[src/rtl/fib_seq_pkg.sv]
// fib_seq_pkg: shared mode/state enums and fixed seed triples for the sequence engine
package fib_seq_pkg;
  typedef enum logic [1:0] {FIB, LUCAS, CUSTOM, TRIB} mode_e;
  typedef enum logic [1:0] {IDLE, CALC, DONE} state_e;
  localparam logic [2:0][1:0] FIB_SEEDS   = {2'd1, 2'd1, 2'd0};
  localparam logic [2:0][1:0] LUCAS_SEEDS = {2'd3, 2'd1, 2'd2};
  localparam logic [2:0][1:0] TRIB_SEEDS  = {2'd1, 2'd0, 2'd0};
endpackage

[src/rtl/fib_seq_if.sv]
// fib_seq_if: start/done control and data bundle between a requester and the sequence engine
interface fib_seq_if #(parameter int N_WIDTH = 7, parameter int ANS_WIDTH = 121);
  logic                 start;
  logic                 abort;
  logic [1:0]           mode;
  logic [N_WIDTH-1:0]   n;
  logic [ANS_WIDTH-1:0] seed0;
  logic [ANS_WIDTH-1:0] seed1;
  logic                 busy;
  logic                 done;
  logic [ANS_WIDTH-1:0] ans;
  logic                 overflow;
  modport master(output start, abort, mode, n, seed0, seed1, input busy, done, ans, overflow);
  modport slave(input start, abort, mode, n, seed0, seed1, output busy, done, ans, overflow);
endinterface

[src/rtl/fib_seq_step.sv]
// fib_seq_step: next-term adder, two operands or three for Tribonacci, with sticky overflow
module fib_seq_step #(parameter int W = 121) (
  input  logic         trib,
  input  logic [W-1:0] a,
  input  logic [W-1:0] b,
  input  logic [W-1:0] c,
  input  logic         ova,
  input  logic         ovb,
  input  logic         ovc,
  output logic [W-1:0] sum,
  output logic         ov
);
  localparam int XW = W + 2;
  logic [XW-1:0] wide;
  always_comb begin
    wide = XW'(b) + XW'(c) + (trib ? XW'(a) : '0);
    sum  = wide[W-1:0];
    ov   = (|wide[XW-1:W]) | ovb | ovc | (trib & ova);
  end
endmodule

[src/rtl/fib_seq_engine.sv]
// fib_seq_engine: iterative n-th term of Fibonacci/Lucas/custom/Tribonacci recurrences
module fib_seq_engine import fib_seq_pkg::*; #(
  parameter int N_WIDTH   = 7,
  parameter int ANS_WIDTH = 121
) (
  input logic      clk,
  input logic      reset,
  fib_seq_if.slave bus
);
  state_e               state, state_n;
  mode_e                md, mi;
  logic [N_WIDTH-1:0]   cnt;
  logic [ANS_WIDTH-1:0] r0, r1, r2, sum, ans_q, s0, s1, s2;
  logic                 ov0, ov1, ov2, ov_sum, ovf_q, accept;
  logic [ANS_WIDTH:0]   csum;
  logic [2:0][1:0]      fixed;
  assign mi           = mode_e'(bus.mode);
  assign bus.busy     = state == CALC;
  assign bus.done     = state == DONE;
  assign bus.ans      = ans_q;
  assign bus.overflow = ovf_q;
  fib_seq_step #(.W(ANS_WIDTH)) u_step (
    .trib(md == TRIB), .a(r0), .b(r1), .c(r2),
    .ova(ov0), .ovb(ov1), .ovc(ov2), .sum(sum), .ov(ov_sum)
  );
  always_comb begin
    fixed = mi == FIB ? FIB_SEEDS : mi == LUCAS ? LUCAS_SEEDS : TRIB_SEEDS;
    csum  = {1'b0, bus.seed0} + {1'b0, bus.seed1};
    s0    = mi == CUSTOM ? bus.seed0 : ANS_WIDTH'(fixed[0]);
    s1    = mi == CUSTOM ? bus.seed1 : ANS_WIDTH'(fixed[1]);
    s2    = mi == CUSTOM ? csum[ANS_WIDTH-1:0] : ANS_WIDTH'(fixed[2]);
  end
  always_comb begin
    accept  = state != CALC && bus.start && !bus.abort;
    state_n = bus.abort ? IDLE : accept ? CALC : (state == CALC && cnt == '0) ? DONE : state;
  end
  always_ff @(posedge clk or negedge reset) begin
    if (!reset) state <= IDLE;
    else state <= state_n;
  end
  // abort freezes everything, so ans/overflow keep the last delivered result
  always_ff @(posedge clk or negedge reset) begin
    if (!reset) begin
      md    <= FIB;
      cnt   <= '0;
      {r0, r1, r2}    <= '0;
      {ov0, ov1, ov2} <= '0;
      ans_q <= '0;
      ovf_q <= 1'b0;
    end else if (!bus.abort) begin
      if (accept) begin
        md  <= mi;
        cnt <= bus.n;
        r0  <= s0;
        r1  <= s1;
        r2  <= s2;
        {ov0, ov1} <= 2'b00;
        ov2 <= mi == CUSTOM && csum[ANS_WIDTH];
      end else if (state == CALC) begin
        if (cnt != '0) begin
          {r0, r1, r2}    <= {r1, r2, sum};
          {ov0, ov1, ov2} <= {ov1, ov2, ov_sum};
          cnt <= cnt - 1'b1;
        end else begin
          ans_q <= r0;
          ovf_q <= ov0;
        end
      end
    end
  end
endmodule
[src/flat_wrapper.sv]
// flat-port wrapper written by rule: the top's interface ports become plain ports
module fib_seq_engine_flat import fib_seq_pkg::*;
#(
  parameter int N_WIDTH   = 7,
  parameter int ANS_WIDTH = 121
)
  (clk, reset, bus_start, bus_abort, bus_mode, bus_n, bus_seed0, bus_seed1, bus_busy, bus_done, bus_ans, bus_overflow);
  fib_seq_if #(.N_WIDTH(N_WIDTH), .ANS_WIDTH(ANS_WIDTH)) bus_i ();
  input logic clk;
  input logic reset;
  input wire logic [$bits(bus_i.start)-1:0] bus_start;
  input wire logic [$bits(bus_i.abort)-1:0] bus_abort;
  input wire logic [$bits(bus_i.mode)-1:0] bus_mode;
  input wire logic [$bits(bus_i.n)-1:0] bus_n;
  input wire logic [$bits(bus_i.seed0)-1:0] bus_seed0;
  input wire logic [$bits(bus_i.seed1)-1:0] bus_seed1;
  output wire logic [$bits(bus_i.busy)-1:0] bus_busy;
  output wire logic [$bits(bus_i.done)-1:0] bus_done;
  output wire logic [$bits(bus_i.ans)-1:0] bus_ans;
  output wire logic [$bits(bus_i.overflow)-1:0] bus_overflow;
  assign bus_i.start = bus_start;
  assign bus_i.abort = bus_abort;
  assign bus_i.mode = bus_mode;
  assign bus_i.n = bus_n;
  assign bus_i.seed0 = bus_seed0;
  assign bus_i.seed1 = bus_seed1;
  assign bus_busy = bus_i.busy;
  assign bus_done = bus_i.done;
  assign bus_ans = bus_i.ans;
  assign bus_overflow = bus_i.overflow;
  fib_seq_engine #(.N_WIDTH(N_WIDTH), .ANS_WIDTH(ANS_WIDTH)) u_core (.clk(clk), .reset(reset), .bus(bus_i));
endmodule
[config.mk]
export PLATFORM = sky130hd
export DESIGN_NAME = fib_seq_engine_flat
export DESIGN_NICKNAME = d
export VERILOG_FILES = /design/src/rtl/fib_seq_pkg.sv /design/src/rtl/fib_seq_if.sv /design/src/rtl/fib_seq_step.sv /design/src/rtl/fib_seq_engine.sv /design/src/flat_wrapper.sv
export SDC_FILE = /design/constraint.sdc
export NUM_CORES = 2
export LEC_CHECK = 0
export BUFFER_PORTS_ARGS = -buffer_cell sky130_fd_sc_hd__buf_2
export CAP_MARGIN = 5
export CORE_UTILIZATION = 35
export CTS_CLUSTER_DIAMETER = 30
export DETAILED_ROUTE_END_ITERATION = 10
export PLACE_DENSITY = 0.54
export SLEW_MARGIN = 20
export SYNTH_ARGS = -nofsm -noshare
export SYNTH_HDL_FRONTEND = slang
export SYNTH_SLANG_ARGS = --single-unit
[constraint.sdc]
create_clock -name clk -period 7.95 [get_ports clk]
set_input_delay 1.59 -clock clk [delete_from_list [all_inputs] [get_ports clk]]
set_output_delay 1.59 -clock clk [all_outputs]
set_load 0.02 [all_outputs]
Yosys cells after proc, flatten, opt, wreduce, memory -nomap -nowiden:

Cells that the tools add are included.

* bits in writable memories: 0
* latch bits: 0
* output and inout port bits: 124
* logic and storage cells: 73
* ROM bits: 0
* memories: 0
* flip-flop bits (word level): 499
* input port bits: 255

* muxes and demuxes: 30
* divide/modulo/power cells: 0
* bitwise logic cells: 7
* magnitude comparators: 0
* reduce and logical (&&, ||, !) cells: 15
* equality and inequality tests: 6
* $mul: 0
* shifts and indexed selects: 0
* add/sub/neg operators: 4

Operators with widths (count)
* 2-to-1 mux 121 bit: 13
* adder 121 x 121 -> 122 bit: 2
* adder 123 x 121 -> 123 bit: 1
* 2-to-1 mux 7 bit: 3
* 2-to-1 mux 6 bit: 2
* 2-to-1 mux 1 bit: 9
* zero test 7 bit: 1
* nonzero test 7 bit: 1
* subtractor 7 x 1 -> 7 bit (second input constant): 1
* equality test 2 bit (second input constant): 3
* 2-to-1 mux 2 bit: 3
* equality test 2 x 1 -> 1 bit (second input constant): 2
* logical AND 1 bit: 4
* AND reduction 4 bit: 1
* nonzero test 2 bit: 2
* NOT 1 bit: 3
* bitwise OR 1 bit: 3
* AND reduction 3 bit: 1
* nonzero test 3 bit: 1
* zero test 2 bit: 1
* inequality test 2 x 1 -> 1 bit (second input constant): 1
* AND reduction 2 bit: 1
* OR reduction 2 bit: 1
* AND 1 bit: 1
* zero test 1 bit: 1

Longest topological paths before layout:

* depth in word-level cells: 10
* depth in mapped cells: 28
* depth with buffers taken out: 27

Hierarchy:

Synthesis repeated with hierarchy kept, for this count alone.

* cell total of the unflattened synthesis: 4669
* area total of the unflattened synthesis: 39999.6 um2

By module, submodules not included
* fib_seq_engine: sequential area each 12487.0 um2, instances 1, area each 28803.9 um2, cells each 3200
* fib_seq_step: sequential area each 0.0 um2, instances 1, area each 11195.7 um2, cells each 1469

Least setup slack after synthesis:

Ideal clock, no wire load.

* kind: register -> register
* from: register u_core.r2[0]
* to: register u_core.ov2
* path buffers: 1
* setup time: 95 ps
* stages on the path, launching flop included: 28
* arrival: 5822 ps
* required time: 7855 ps
* setup slack: 2032 ps
* period minus slack after synthesis: 5918 ps
* path through: dfrtp_1 > ha_1 > fa_1 > a211oi_1 > o21bai_1 > o2111ai_1 > a21oi_1 > o21ai_0 > o21bai_1 > a21oi_1 > o21ai_0 > a21bo_2 > a21oi_1 > o21ai_0 > xor2_1 > ha_1 > clkbuf_1 > nand2_1 > o21ai_0 > o21ai_0 > a21oi_1 > a211oi_1 > nand2_1 > a31oi_1 > o41ai_2 > a31oi_1 > o311a_1 > o31ai_1

* cells in the longest elaborated chain, start to end: 9

Ends and longest elaborated chain
* from (decl): RTL line fib_seq_engine.sv:13 `logic [ANS_WIDTH-1:0] r0, r1, r2, sum, ans_q, s0, s1, s2;`
* from (signal assigned): RTL line fib_seq_engine.sv:61 `{r0, r1, r2} <= {r1, r2, sum};`
* adder 121 x 121 -> 122 bit: RTL line fib_seq_step.sv:16 `wide = XW'(b) + XW'(c) + (trib ? XW'(a) : '0);`
* adder 123 x 121 -> 123 bit: RTL line fib_seq_step.sv:16
* OR reduction 2 bit: RTL line fib_seq_step.sv:18 `ov = (|wide[XW-1:W]) | ovb | ovc | (trib & ova);`
* bitwise OR 1 bit (3 in a row): RTL line fib_seq_step.sv:18
* 2-to-1 mux 1 bit: RTL line fib_seq_engine.sv:60 `if (cnt != '0) begin`
* 2-to-1 mux 1 bit: RTL line fib_seq_engine.sv:59 `end else if (state == CALC) begin`
* 2-to-1 mux 1 bit: RTL line fib_seq_engine.sv:51 `if (accept) begin`
* to (signal assigned): RTL line fib_seq_engine.sv:58 `ov2 <= mi == CUSTOM && csum[ANS_WIDTH];`
* to (signal assigned): RTL line fib_seq_engine.sv:62 `{ov0, ov1, ov2} <= {ov1, ov2, ov_sum};`
* to (decl): RTL line fib_seq_engine.sv:14 `logic ov0, ov1, ov2, ov_sum, ovf_q, accept;`

No other way between the ends. The select of a mux whose other input is x is not followed.
A chain may end at the register's enable or synchronous reset.

Final worst setup path:

* from: register u_core.r2[1]
* to: register u_core.ov2

The elaborated chain is that of the path after synthesis.

==> summary.md <==
| Metric | Value |
|---|---|
| Worst-Margin Slew | `1.151 ns` |
| Worst Setup Path Type | `reg2reg` |
| Aggregate negative setup slack | `0 ns` |
| Post-CTS resize count | `0` |
| Total vias in the final route | `45,100` |
| Via density | `5.987` |
| EDFF count, synth | `0` |
| Synth Area in Adders | `10.38%` |
| Sequential share of the synthesized area | `28.10%` |
| Proportion of layout cells with a drive suffix above 1 | `14.56%` |
| CP bufs+invs | `1` |
| Share of the clock period used by the worst path after layout | `95.39%` |
| Number of synthesized register bits | `499` |
| Hold Violations, Final | `0` |
| Number of buffers between clock root and the deepest sink | `3` |
| Category of the worst setup path launch point | `register` |
| Max Clock Skew | `0.04279 ns` |
| Pin count of the biggest net entering global routing | `185` |
| Leading cell type by number of instances after synthesis | `nor2_1` |
| Number of placement rows | `130` |
| Status | `completed` |
| Crit-path slowest cell | `a311oi_2` |
| Number of DRC markers after the initial detailed-route iteration | `4,295` |
| Synth top area share | `28.10%` |
| DRT antenna net count | `0` |
| Inst Count DP | `7,264` |
| Total Routing Usage GR | `28.31%` |
| Pre-CTS setup slack | `0.4125 ns` |
| Power Density | `534.9 mW/mm2` |
| Number of max-slew violations in the final report | `0` |
| Net count after synthesis | `6,188` |
| Antenna violations before repair | `10` |
| Library cell occupying the most area in the post-synthesis netlist | `dfrtp_1` |
| Smallest setup slack after layout | `0.3663 ns` |
| Remaining global-route overflow | `0` |
| Crit path capture type | `register` |
| Cell Count, Final, Fillers Out | `7,534` |
| Post-CTS repair timing setup buffer count | `0` |
| Post-synthesis cell area | `0.04444 mm2` |
| Proportion of synthesized flip-flops having asynchronous set or reset | `100.0%` |
| Maximum fanout count along the critical path | `9` |
| Post-Route WL | `185,700 um` |
| Sink count of the clock tree | `499` |
| Highest achievable clock rate | `0.1319 GHz` |
| Die Ht | `358.3 um` |
| Multiplexer share of the synthesized area | `3.294%` |
| CTS Hold Bufs | `0` |
| Post-route worst hold slack | `0.4943 ns` |
| Vias in the first global route | `43,240` |
| Critical path's largest stage delay | `0.49 ns` |
| Slew headroom | `22.64%` |
| Primary flip-flop cell chosen by synthesis mapping | `dfrtp_1` |
| H-Tree Level Count | `4` |
| Placer's final routability congestion estimate | `0.9761` |
| Family with the most delay on the worst path | `compound AO/OA/AOI/OAI gates` |
| Post-synth top cells | `860 x nor2_1, 548 x a21oi_1, 499 x dfrtp_1` |
| Path category of the worst min-delay check | `reg2reg` |
| Synth Area in XOR/XNOR | `6.681%` |
| Simple-gate area share of the yosys netlist | `19.12%` |
| Wire length of the first global-routing pass | `277,800 um` |
| Clk_lat worst skew | `0.81 ns` |
| Leak pwr | `23.88 nW` |
| Synthesized area per cell | `7.984 um2` |
| Largest family of logic cells by synthesized area | `compound AO/OA/AOI/OAI gates` |
| Top post-synthesis cells by area | `dfrtp_1 28%, ha_1 10%, nor2_1 7.3%` |
| Warning count from the yosys run | `0` |
| TritonCTS clock tree | `built` |
| Post-DP HPWL | `143,600 um` |
| Starting Density | `35.34%` |
| RSZ-0062 raised after global routing | `no` |
| First-pass detailed-route iteration total | `5` |
| Req. time, crit path | `8.62 ns` |
| Input/output buffers | `378` |
| Core region area | `0.1257 mm2` |
| Post-route minimum period | `7.584 ns` |
| Total clock buffers created by CTS | `148` |
| Drc violations | `0` |
| Final number of setup-violating endpoints | `0` |
| Data arrival, critical path | `8.25 ns` |
| Post-Synthesis Cells | `5,566` |
| Number of nets at the end of the flow | `6,388` |
| Syn-to-layout area delta | `18.39%` |
| Max-cap violations | `0` |
| Max rail drop VDD | `283.2 uV` |
| Yosys cell types | `93` |
| Die width | `358.3 um` |
| Die ar. | `0.1284 mm2` |
| Detail-routed net length per standard cell | `24.64 um` |
| Complex-gate fraction of the synthesized area | `28.07%` |
| CTS root buf | `clkbuf_16` |
| Top-level I/O count | `379` |
| Clock input transition at the sequential cells of the worst setup and hold paths | `0.04 ns` |
-- kinds of logic after synthesis --
logic type,Yosys count
AO/OA/AOI/OAI,1857
XOR/XNOR,339
adder cells (fa/ha/maj),367
buffers and inverters,504
flip-flops,499
multiplexers,131
AND/OR/NAND/NOR,1869
-- per-stage QoR --
| stage | area [um2] | util (%) | power (mW) |
|---|---|---|---|
| after floorplan | 44440 | - | 16.32 |
| final | 52610 | 41.84 | 28.14 |
| after global placement | 47440 | 37.73 | 21.93 |
| after detailed placement | 47440 | 37.73 | 21.78 |
| after CTS | 52540 | 41.79 | 27.93 |
| after global routing | 52610 | 41.84 | 30.01 |
-- cell usage in the layout, fill, tap and decap left out, types with 36 or more instances in the layout --
master,n
nor2_1,858
dfrtp_1,497
o21bai_1,110
o21a_1,36
a21oi_1,547
nand4_1,153
a31oi_1,39
buf_2,377
mux2_2,122
nor3_1,64
inv_1,133
and3_1,148
xor2_1,129
a221oi_1,334
xnor2_1,210
nand3_1,66
clkbuf_16,148
nand2_1,386
a21o_1,186
ha_1,364
nand2b_1,40
o21ai_0,301
-- routing by layer --
layer  global-route usage [%]  up-vias  share of wire (%)
met3                    4.772      308                6.7
li1                         -    21090                  -
met5                        0        -              0.020
met1                    40.24    21970                 46
met4                    9.328        6                3.0
met2                    43.19     1731                 44
-- sequential cells by signal, indices dropped and copies added, names as in the netlist --
| register | cells |
|---|---|
| u_core.r0 | 121 |
| u_core.ov1 | 1 |
| u_core.bus.overflow | 1 |
| u_core.ov2 | 1 |
| u_core.bus.ans | 121 |
| u_core.ov0 | 1 |
| u_core.md | 2 |
| u_core.r2 | 121 |
| u_core.r1 | 121 |
| u_core.cnt | 7 |
| u_core.state | 2 |
-- worst paths after layout --
path                            cells past startpoint                 end          startpoint  slack, ns
worst max-delay path                               27          u_core.ov2        u_core.r2[1]       0.37
worst min-delay path                                1  u_core.bus.ans[63]  u_core.bus.ans[63]       0.49
worst max register to register                     27          u_core.ov2        u_core.r2[1]       0.37
worst min register to register                      1  u_core.bus.ans[63]  u_core.bus.ans[63]       0.49
max in group asynchronous                           2       u_core.r1[62]               reset       5.87
min in group asynchronous                           1      u_core.r0[118]               reset       0.75
-- area by class of cell --
| cell class | count | area, um2 |
|---|---|---|
| tap | 1650 | 2064 |
| clock buffer | 200 | 4199 |
| sequential | 499 | 12490 |
| multi-input combinational | 4563 | 30070 |
| fill | 12820 | 73120 |
| inverter | 133 | 499.2 |
| timing repair buffer | 421 | 2377 |
| antenna | 3 | 7.507 |
| clock inverter | 65 | 900.9 |
-- report_power, final --
| group | internal [mW] | total [mW] | switching [mW] |
|---|---|---|---|
| clock | 4.05 | 5.96 | 1.91 |
| combinational | 6.27 | 17.8 | 11.5 |
| sequential | 3.38 | 4.38 | 1.00 |
-- worst register-to-register path: cells and delay by family, from the launching register on --
family / cells / cell delay (ns)
flip-flops: 1 / 0.42
adder cells (fa/ha/maj): 2 / 0.82
AO/OA/AOI/OAI: 17 / 4.14
buffers and inverters: 1 / 0.21
XOR/XNOR: 1 / 0.17
AND/OR/NAND/NOR: 6 / 1.71
Note: power is estimated with default switching activity, not from simulation.
